`config.mk`:
```
export PLATFORM = sky130hd
export DESIGN_NAME = f_pc_sequencer
export DESIGN_NICKNAME = d
export VERILOG_FILES = /design/src/rtl/f_pc_sequencer.sv
export SDC_FILE = /design/constraint.sdc
export NUM_CORES = 1
export LEC_CHECK = 0
export ABC_AREA = 1
export BUFFER_PORTS_ARGS = -buffer_cell sky130_fd_sc_hd__clkbuf_2
export CORE_ASPECT_RATIO = 1.1
export CORE_MARGIN = 2
export CORE_UTILIZATION = 57
export DETAILED_ROUTE_END_ITERATION = 10
export HOLD_SLACK_MARGIN = 0.1
export PLACE_DENSITY = 0.9
export SLEW_MARGIN = 20
export SYNTH_ARGS = -nofsm -noshare
export SYNTH_HDL_FRONTEND = slang
export SYNTH_SLANG_ARGS = --single-unit
export TNS_END_PERCENT = 1
```
`constraint.sdc`:
```
create_clock -name clk -period 3.9 [get_ports clk]
set_input_delay 0.585 -clock clk [delete_from_list [all_inputs] [get_ports clk]]
set_output_delay 0.585 -clock clk [all_outputs]
set_load 0.01 [all_outputs]
```
`src/rtl/f_pc_sequencer.sv`:
```
// Fetch-stage PC controller: owns the fetch PC, drives the imem valid/ready request
// and merges exception / eret / buffered redirect / branch / sequential next-PC sources.
// Optional macro PC_ALIGN_CHECK_EN: misaligned next PCs are replaced by EXC_VECTOR and flagged on addr_err.
module f_pc_sequencer #(
  parameter logic [31:0] RESET_PC   = 32'h0000_3000,
  parameter logic [31:0] EXC_VECTOR = 32'h0000_4180
) (
  input  logic        clk,
  input  logic        reset,
  input  logic        stall,
  input  logic        D_redirect,
  input  logic [31:0] D_target,
  input  logic        exc_req,
  input  logic        eret_req,
  input  logic [31:0] epc,
  input  logic        imem_ready,
  output logic        imem_req,
  output logic [31:0] imem_addr,
  output logic [31:0] F_pc,
  output logic        F_valid,
  output logic        flush_D,
  output logic        addr_err
);

  localparam logic [1:0] ST_BOOT  = 2'd0;
  localparam logic [1:0] ST_FETCH = 2'd1;
  localparam logic [1:0] ST_HOLD  = 2'd2;

  logic [1:0]  r_state;
  logic        r_req;
  logic [31:0] r_pc;
  logic        r_pend_valid;
  logic [31:0] r_pend_pc;
  logic        r_kill;
  logic        r_addr_err;

  logic [1:0]  w_next_state;
  logic        w_hs;
  logic        w_load;
  logic [31:0] w_sel_pc;
  logic        w_misalign;
  logic [31:0] w_next_pc;

  assign w_hs   = r_req & imem_ready;
  assign w_load = w_hs & ~stall;

  // Next-state decode of the BOOT/FETCH/HOLD sequencer
  always_comb begin
    w_next_state = r_state;
    case (r_state)
      ST_BOOT: w_next_state = ST_FETCH;
      ST_FETCH: begin
        if (stall && !w_hs) begin
          w_next_state = ST_HOLD;
        end else begin
          w_next_state = ST_FETCH;
        end
      end
      ST_HOLD: begin
        if (!stall) begin
          w_next_state = ST_FETCH;
        end else begin
          w_next_state = ST_HOLD;
        end
      end
      default: w_next_state = ST_BOOT;
    endcase
  end

  // Priority merge of next-PC sources
  always_comb begin
    w_sel_pc = r_pc + 32'd4;
    if (exc_req) begin
      w_sel_pc = EXC_VECTOR;
    end else if (eret_req) begin
      w_sel_pc = epc;
    end else if (r_pend_valid) begin
      w_sel_pc = r_pend_pc;
    end else if (D_redirect) begin
      w_sel_pc = D_target;
    end else begin
      w_sel_pc = r_pc + 32'd4;
    end
  end

`ifdef PC_ALIGN_CHECK_EN
  assign w_misalign = (w_sel_pc[1:0] != 2'b00);
`else
  assign w_misalign = 1'b0;
`endif

  assign w_next_pc = w_misalign ? EXC_VECTOR : w_sel_pc;

  // FSM, request flag and architectural PC
  always_ff @(posedge clk or negedge reset) begin
    if (!reset) begin
      r_state    <= ST_BOOT;
      r_req      <= 1'b0;
      r_pc       <= RESET_PC;
      r_addr_err <= 1'b0;
    end else begin
      r_state    <= w_next_state;
      r_req      <= (w_next_state == ST_FETCH);
      r_addr_err <= w_load & w_misalign;
      if (w_load) begin
        r_pc <= w_next_pc;
      end else begin
        r_pc <= r_pc;
      end
    end
  end

  // Pending-redirect buffer; exception/eret override a stored branch and kill the in-flight fetch
  always_ff @(posedge clk or negedge reset) begin
    if (!reset) begin
      r_pend_valid <= 1'b0;
      r_pend_pc    <= RESET_PC;
      r_kill       <= 1'b0;
    end else if (w_load) begin
      r_pend_valid <= 1'b0;
      r_kill       <= 1'b0;
    end else if (exc_req) begin
      r_pend_valid <= 1'b1;
      r_pend_pc    <= EXC_VECTOR;
      r_kill       <= 1'b1;
    end else if (eret_req) begin
      r_pend_valid <= 1'b1;
      r_pend_pc    <= epc;
      r_kill       <= 1'b1;
    end else if (D_redirect && !r_kill) begin
      r_pend_valid <= 1'b1;
      r_pend_pc    <= D_target;
    end else begin
      r_pend_valid <= r_pend_valid;
      r_pend_pc    <= r_pend_pc;
      r_kill       <= r_kill;
    end
  end

  assign imem_req  = r_req;
  assign imem_addr = r_pc;
  assign F_pc      = r_pc;
  assign F_valid   = w_hs & ~stall & ~r_kill & ~exc_req & ~eret_req;
  assign flush_D   = exc_req | eret_req;
  assign addr_err  = r_addr_err;

endmodule

```
======== Yosys cells after proc, flatten, opt, wreduce, memory -nomap -nowiden ========
Cells that the tools add are included.
Widths: inputs -> output; s select.
storage, ports and cells
  register bits ........................... 69
  bits of input ports ..................... 71
  output and inout port bits .............. 68
  word-level logic and storage cells ...... 47
cells by class
  $add $sub $neg .......................... 1
  equality and inequality tests ........... 3
  muxes and demuxes ....................... 17
  bitwise operators ....................... 11
  reductions and logical operators ........ 9
operator list
  cell                   number
  $mux 32                7
  $add 32x3->32 const B  1
  $mux 1                 7
  $pmux 2 s3             1
  $reduce_bool 3->1      2
  $and 1x1->1            5
  $not 1->1              5
  $eq 2x1->1 const B     2
  $mux 2                 2
  $reduce_bool 4->1      1
  $eq 2x2->1 const B     1
  $logic_and 1x1->1      2
  $logic_not 1->1        2
  $logic_not 2->1        1
  $reduce_and 2->1       1
  $or 1x1->1             1

======== Longest topological paths before layout ========
Gate-level depths: netlist of the first run.
  depth after elaboration ................. 6
  gate-level depth with buffers ........... 13
  depth with buffers taken out ............ 13

======== Worst setup path after synthesis of the first run ========
No wires, ideal clock.
  path type ............................... input to output
  start point ............................. input imem_ready
  end point ............................... output F_valid
  arrival ................................. 1.455 ns
  required time ........................... 3.315 ns
  setup slack ............................. 1.860 ns
  stages on the path ...................... 5
  buffers on the path ..................... 1
  path through ............................ nand2_1 nor2_2 inv_2 clkbuf_1 nor3_1
on the way
  longest elaborated chain between the ends .. 5
ends and longest elaborated chain
  item                       line  source
  start, declared            16    input logic imem_ready,
  $and 1x1->1                44    assign w_hs = r_req & imem_ready;
  $and 1x1->1 (4 in series)  143   assign F_valid = w_hs & ~stall & ~r_kill & ~exc_req & ~eret_req;
  end, declared              20    output logic F_valid,
No other way between the ends.

======== Worst setup path after layout of the first run ========
  start point ............................. register r_pend_valid
  end point ............................... register r_pc[5], in the netlist F_pc[5]
on the way
  longest elaborated chain between the ends .. 3
ends and longest elaborated chain
  item                    line  source
  start, declared         32    logic r_pend_valid;
  start signal, assigned  134   r_pend_valid <= r_pend_valid;
  $mux 32                 77    end else if (r_pend_valid) begin
  $mux 32                 75    end else if (eret_req) begin
  $mux 32                 73    if (exc_req) begin
  end signal, assigned    106   r_pc <= w_next_pc;
  end signal, assigned    108   r_pc <= r_pc;
  end, declared           31    logic [31:0] r_pc;
No other way between the ends.
A chain may end at the register's enable or synchronous reset.

==> results of run 1 <==
## final timing paths
path                                   start            to  slack (ns)  depth (start not counted)
worst min register to register  r_pend_pc[4]  r_pend_pc[4]        0.49                          2
min in group clk                r_pend_pc[4]  r_pend_pc[4]        0.49                          2
max in group asynchronous              reset      F_pc[12]        2.95                          2
worst max-delay path            r_pend_valid       F_pc[5]        1.35                          8
worst max register to register  r_pend_valid       F_pc[5]        1.35                          8
worst min-delay path                   reset    r_state[0]        0.15                          1
## cell type report
type	instances	area, um^2	share of cell area
repair buffers	143	730.7	0.1310
clock inverters	4	47.55	0.008526
flip-flops and latches	69	1732	0.3105
well taps	111	138.9	0.02490
inverters	77	289.0	0.05183
clock buffers	12	145.1	0.02603
multi-input cells	534	2494	0.4472
## critical path, cell delays in order, from the launching register on
cell      delay, ns
dfrtp_1        0.67
inv_1          0.53
nand2_1        0.13
inv_1          0.52
nand2_1        0.22
o211ai_1       0.13
nand2_1        0.09
nand2_1        0.06
o21ai_0        0.07
## through the flow
step / std cells / setup slack [ns] / power (mW) / hold WS [ns]
final: 950 / 1.348 / 2.754 / 0.1506
after global routing: 950 / 1.138 / 2.935 / 0.1706
after CTS: 950 / 1.416 / 2.740 / 0.1555
after detailed placement: 934 / 1.299 / 2.165 / 0.4694
after global placement: 934 / 1.386 / 2.138 / 0.4631
after floorplan: 745 / 1.860 / 1.866 / 0.2894
## state kept, by name, summed over array words and instances, names as in the netlist
| register | flops |
|---|---|
| F_pc | 32 |
| r_state | 2 |
| imem_req | 1 |
| r_pend_pc | 32 |
| r_kill | 1 |
| r_pend_valid | 1 |
## power groups by stage
stage | clock [mW] | sequential, mW | combinational, mW
after floorplan | 0 | 1.15 | 0.714
after global placement | 0 | 1.18 | 0.956
after detailed placement | 0 | 1.19 | 0.979
after CTS | 0.576 | 1.18 | 0.988
after global routing | 0.615 | 1.21 | 1.11
final | 0.575 | 1.19 | 0.993
## Yosys cell counts, types with 4 or more instances
cell / n
a21boi_0: 4
a21oi_1: 17
a221oi_1: 19
buf_2: 16
buf_4: 34
clkbuf_1: 9
dfrtp_1: 65
dfstp_2: 4
inv_1: 74
nand2_1: 264
nand2_2: 6
nand3_1: 37
nor2_1: 70
nor2_2: 8
o21ai_0: 61
o21ai_1: 6
o22ai_1: 6
xnor2_1: 8
xor2_1: 4
## cell usage in the layout, fill, tap and decap left out, types with 4 or more instances in the layout
master,instances
a21boi_0,4
a21oi_1,17
a221oi_1,19
buf_4,6
clkbuf_2,136
clkbuf_8,10
dfrtp_1,65
dfstp_2,4
inv_1,74
nand2_1,264
nand2_2,6
nand3_1,37
nor2_1,70
nor2_2,8
o21ai_0,61
o21ai_1,6
o22ai_1,6
xnor2_1,8
xor2_1,4
## kinds of logic (layout without fill, tap and decap cells)
kind of cell               Yosys count  after routing  synth area share
other                                1              1         0.0007603
and+or+nand+nor                    392            392            0.3245
buffers and inverters              142            236            0.1433
adders and majority gates            1              1          0.002536
xor gates and xnor gates            12             12           0.02131
AOI/OAI and AO/OA                  128            128            0.1565
DFF                                 69             69            0.3511
## per-layer routing
layer  vias up  share of wire  GRT usage
li1       2524              -          -
met1      2312           0.43     0.4389
met2       299           0.45     0.4683
met3        37           0.10    0.06176
met4         0          0.020    0.08371
met5         -              0          0
==> impl_metrics.env, run 1 <==
export IMPL_endpoint_kind="flop"
export IMPL_routed_wirelength_mm=13.98
export IMPL_p_sw_mw=1.148
export IMPL_setup_viol=0
export IMPL_grt_max_degree=65
export IMPL_fmax_mhz=391.9
export IMPL_fp_dieH_um=101.6
export IMPL_num_rows=35
export IMPL_clk_pin_slew_worst_paths_ns=0.07
export IMPL_vias=5172
export IMPL_fin_nets=906
export IMPL_pwr_share_seq=0.431
export IMPL_synth_edf_count=0
export IMPL_viasPerCell=5.444
export IMPL_grt_overflow=0
export IMPL_hold_viol=0
export IMPL_power_density_nw_per_um2=493.9
export IMPL_yosysTopAreaCellShare=0.3298
export IMPL_fillers=805
export IMPL_dp_hpwl_mm=10.41
export IMPL_synth_seq_cells=69
export IMPL_grt_first_pass_wirelength_mm=22.60
export IMPL_final_max_slew_viol_count=0
export IMPL_gp_congestion=0.9782
export IMPL_power_frac_clock=0.209
export IMPL_fin_crit_ns=2.552
export IMPL_cts_inserted_buffers=9
export IMPL_syn_nets=817
export IMPL_synthTopCellsByArea="dfrtp_1 (33%), nand2_1 (20%), o21ai_0 (6.2%)"
export IMPL_die_x_um=92.69
export IMPL_arrival_ns=2.77
export IMPL_drive_gt1_frac=0.2169
export IMPL_synthArstFlopShare=1.000
export IMPL_power_internal_mw=1.607
export IMPL_cp_start_kind="flop"
export IMPL_tightestPinTransition_ns=0.7757
export IMPL_synth_cell_types=39
export IMPL_cts_setup_buffers=0
export IMPL_hp_class="input port to async pin"
export IMPL_finClkSkew_ns=0.01012
export IMPL_antenna_found_initial=0
export IMPL_final_area_um2=5577
export IMPL_clock_sinks=69
export IMPL_post_cts_resized=0
export IMPL_synthesis_instances=745
export IMPL_fin_util=0.6632
export IMPL_port_buffers=137
export IMPL_hold_buffers=0
export IMPL_drc=0
export IMPL_ios=139
export IMPL_placeableCoreArea_um2=8408
export IMPL_path_class="flop to flop"
export IMPL_cts_max_level=3
export IMPL_areaGrowthSynthToFinish_pct=13.06
export IMPL_grt_use_total=0.3034
export IMPL_seq_area_frac_synth=0.3511
export IMPL_relSlewSlack=0.4829
export IMPL_post_drt_wl_per_cell_um=14.71
export IMPL_die_area_um2=9414
export IMPL_cp_max_fo=23
export IMPL_cts_tree="built"
export IMPL_grt_pass1_vias=4574
export IMPL_ys_warn_count=0
export IMPL_status="finished, final reports clean"
export IMPL_setup_tns_ns=0
export IMPL_power_leakage_nw=2.871
export IMPL_critPathRequiredTime_ns=4.12
export IMPL_finalCritPeriodShare=0.6543
export IMPL_postPlaceCellArea_um2=5384
export IMPL_ir_worst_vdd_mv=0.2648
export IMPL_syn_avg_cell_area_um2=6.620
export IMPL_p_comb_frac=0.361
export IMPL_drt_iter0_drc=508
export IMPL_cts_buffer_depth=2
export IMPL_yosysTopAreaCell="dfrtp_1"
export IMPL_worstSkewPairLatency_ns=0.35
export IMPL_netlist_area_um2=4932
export IMPL_maxCapViolCount=0
export IMPL_ys_flop_type="dfrtp_1"
export IMPL_ant_nets=0
export IMPL_clockRootBuffer="clkbuf_8"
export IMPL_rsz0062_at_grt="false"
export IMPL_p_sw_frac=0.4167
export IMPL_firstDrtPassIters=5
export IMPL_start_util=0.5866
export IMPL_diodes=0
(Power assumes the default switching activity.)
==> inputs of run 2 (changes only) <==
--- a/config.mk
+++ b/config.mk
@@ -9,10 +9,10 @@
 export BUFFER_PORTS_ARGS = -buffer_cell sky130_fd_sc_hd__clkbuf_2
 export CORE_ASPECT_RATIO = 1.1
 export CORE_MARGIN = 2
-export CORE_UTILIZATION = 57
+export CORE_UTILIZATION = 53
 export DETAILED_ROUTE_END_ITERATION = 10
 export HOLD_SLACK_MARGIN = 0.1
-export PLACE_DENSITY = 0.9
+export PLACE_DENSITY = 0.85
 export SLEW_MARGIN = 20
 export SYNTH_ARGS = -nofsm -noshare
 export SYNTH_HDL_FRONTEND = slang
==> constraint.sdc (replaced) <==
create_clock -name clk -period 2.65 [get_ports clk]
set_input_delay 0.3975 -clock clk [delete_from_list [all_inputs] [get_ports clk]]
set_output_delay 0.3975 -clock clk [all_outputs]
set_load 0.01 [all_outputs]
==> run 2 against run 1 <==
Net effect: first-iteration DRC count increased by 9.8%; clock skew decreased by 0.0013 ns; global-route usage decreased by 1.8 points; register-to-register slack got worse by 0.69 ns; largest cell class unchanged.
==> impl_metrics.env, run 2 (same netlist as run 1, synthesis figures left out) <==
export IMPL_fp_dieH_um=105.2
export IMPL_power_density_nw_per_um2=742.0
export IMPL_clock_sinks=69
export IMPL_drc=0
export IMPL_drt_iter0_drc=558
export IMPL_grt_first_pass_wirelength_mm=22.73
export IMPL_cts_max_level=3
export IMPL_grt_pass1_vias=4607
export IMPL_start_util=0.5503
export IMPL_setup_tns_ns=0
export IMPL_cp_max_fo=33
export IMPL_gp_congestion=0.9335
export IMPL_p_comb_frac=0.353
export IMPL_setup_viol=0
export IMPL_hp_class="input port to flop"
export IMPL_p_sw_frac=0.4128
export IMPL_postPlaceCellArea_um2=5453
export IMPL_diodes=0
export IMPL_fin_nets=914
export IMPL_finClkSkew_ns=0.008807
export IMPL_rsz0062_at_grt="false"
export IMPL_final_max_slew_viol_count=0
export IMPL_vias=5206
export IMPL_clk_pin_slew_worst_paths_ns=0.08
export IMPL_cp_start_kind="flop"
export IMPL_areaGrowthSynthToFinish_pct=15.30
export IMPL_top_usage_layer="met1"
export IMPL_worst_slack_ns=0.6313
export IMPL_cts_inserted_buffers=9
export IMPL_fin_util=0.6344
export IMPL_final_area_um2=5687
export IMPL_power_frac_clock=0.233
export IMPL_clockRootBuffer="clkbuf_8"
export IMPL_grt_use_total=0.2855
export IMPL_grt_max_degree=70
export IMPL_p_sw_mw=1.742
export IMPL_fmax_mhz=495.4
export IMPL_use_met3=0.03461
export IMPL_pwr_share_seq=0.414
export IMPL_drive_gt1_frac=0.2255
export IMPL_layout_common_cells="nand2_1 (264), clkbuf_2 (136), inv_1 (74), nor2_1 (70), dfrtp_1 (65)"
export IMPL_viasPerCell=5.417
export IMPL_placeableCoreArea_um2=8964
export IMPL_num_rows=36
export IMPL_grt_overflow=0
export IMPL_dp_slack_ns=0.6762
export IMPL_path_class="flop to output port"
export IMPL_critPathRequiredTime_ns=2.25
export IMPL_met2_usage=0.4112
export IMPL_ir_worst_vdd_mv=0.3411
export IMPL_cts_tree="built"
export IMPL_status="finished, final reports clean"
export IMPL_antenna_found_initial=0
export IMPL_cts_buffer_depth=2
export IMPL_power_leakage_nw=2.931
export IMPL_maxCapViolCount=0
export IMPL_post_drt_wl_per_cell_um=14.82
export IMPL_grtUsageMet1=0.4360
export IMPL_routed_wirelength_mm=14.24
export IMPL_layout_commonest_cell="nand2_1"
export IMPL_finalCritPeriodShare=0.7618
export IMPL_ant_nets=0
export IMPL_worstSkewPairLatency_ns=0.35
export IMPL_fin_crit_ns=2.019
export IMPL_power_internal_mw=2.478
export IMPL_tightestPinTransition_ns=0.6275
export IMPL_ios=139
export IMPL_die_x_um=95.98
export IMPL_arrival_ns=1.62
export IMPL_firstDrtPassIters=5
export IMPL_port_buffers=137
export IMPL_cts_setup_buffers=0
export IMPL_relSlewSlack=0.5810
export IMPL_endpoint_kind="output port"
export IMPL_hold_viol=0
export IMPL_dp_hpwl_mm=10.42
export IMPL_die_area_um2=10090
==> run 2: routing by layer <==
metal / up-vias / part of all wire
met1: 2350 / 0.44
met5: - / 0
li1: 2538 / -
met3: 39 / 0.086
met4: 0 / 0.028
met2: 279 / 0.45
==> run 2: worst paths after layout <==
check | start | to | slack, ns | cells past startpoint
worst max-delay path | imem_req | F_valid | 0.63 | 5
worst min register to register | r_pend_pc[31] | r_pend_pc[31] | 0.49 | 2
max in group asynchronous | reset | F_pc[13] | 1.72 | 3
worst min-delay path | epc[0] | r_pend_pc[0] | 0.33 | 3
worst max register to register | imem_req | r_pend_pc[13] | 0.66 | 7
min in group asynchronous | reset | r_pend_pc[4] | 0.59 | 3
==> run 2: timing repair <==
action | CTS | global route
resized for setup | 0 | 0
hold endpoints to repair | 65 | 0
hold buffers | 1 | 0
==> run 2: area by class of cell <==
cell class              count  area, um^2
clock buffers              10       137.6
clock inverters             6       86.33
fillers                   843        3277
inverters                  77       289.0
multi-input cells         534        2494
flip-flops and latches     69        1732
well taps                 114       142.6
repair buffers            151       805.8
==> run 2: through the flow <==
stage / hold slack (ns) / instances / power (mW)
6_report: 0.3319 / 961 / 4.219
5_1_grt: 0.3499 / 961 / 4.475
4_1_cts: 0.3247 / 961 / 4.199
3_5_place_dp: 0.4458 / 944 / 3.225
3_3_place_gp: 0.4482 / 944 / 3.189
2_1_floorplan: 0.1019 / 745 / 2.747
==> run 2: worst max-delay path, stage by stage, from the launching register on <==
cell and delay, ns:
dfrtp_1 0.37, nand2_1 0.08, nor2_2 0.13, inv_2 0.26
nor3_1 0.26, clkbuf_2 0.17
==> run 2: power by group through the flow <==
stage | logic (mW) | clock network, mW | registers (mW)
floorplan | 1.05 | 0 | 1.70
global placement | 1.44 | 0 | 1.74
detailed placement | 1.47 | 0 | 1.75
CTS | 1.48 | 0.979 | 1.74
global route | 1.67 | 1.02 | 1.79
finish | 1.49 | 0.982 | 1.75
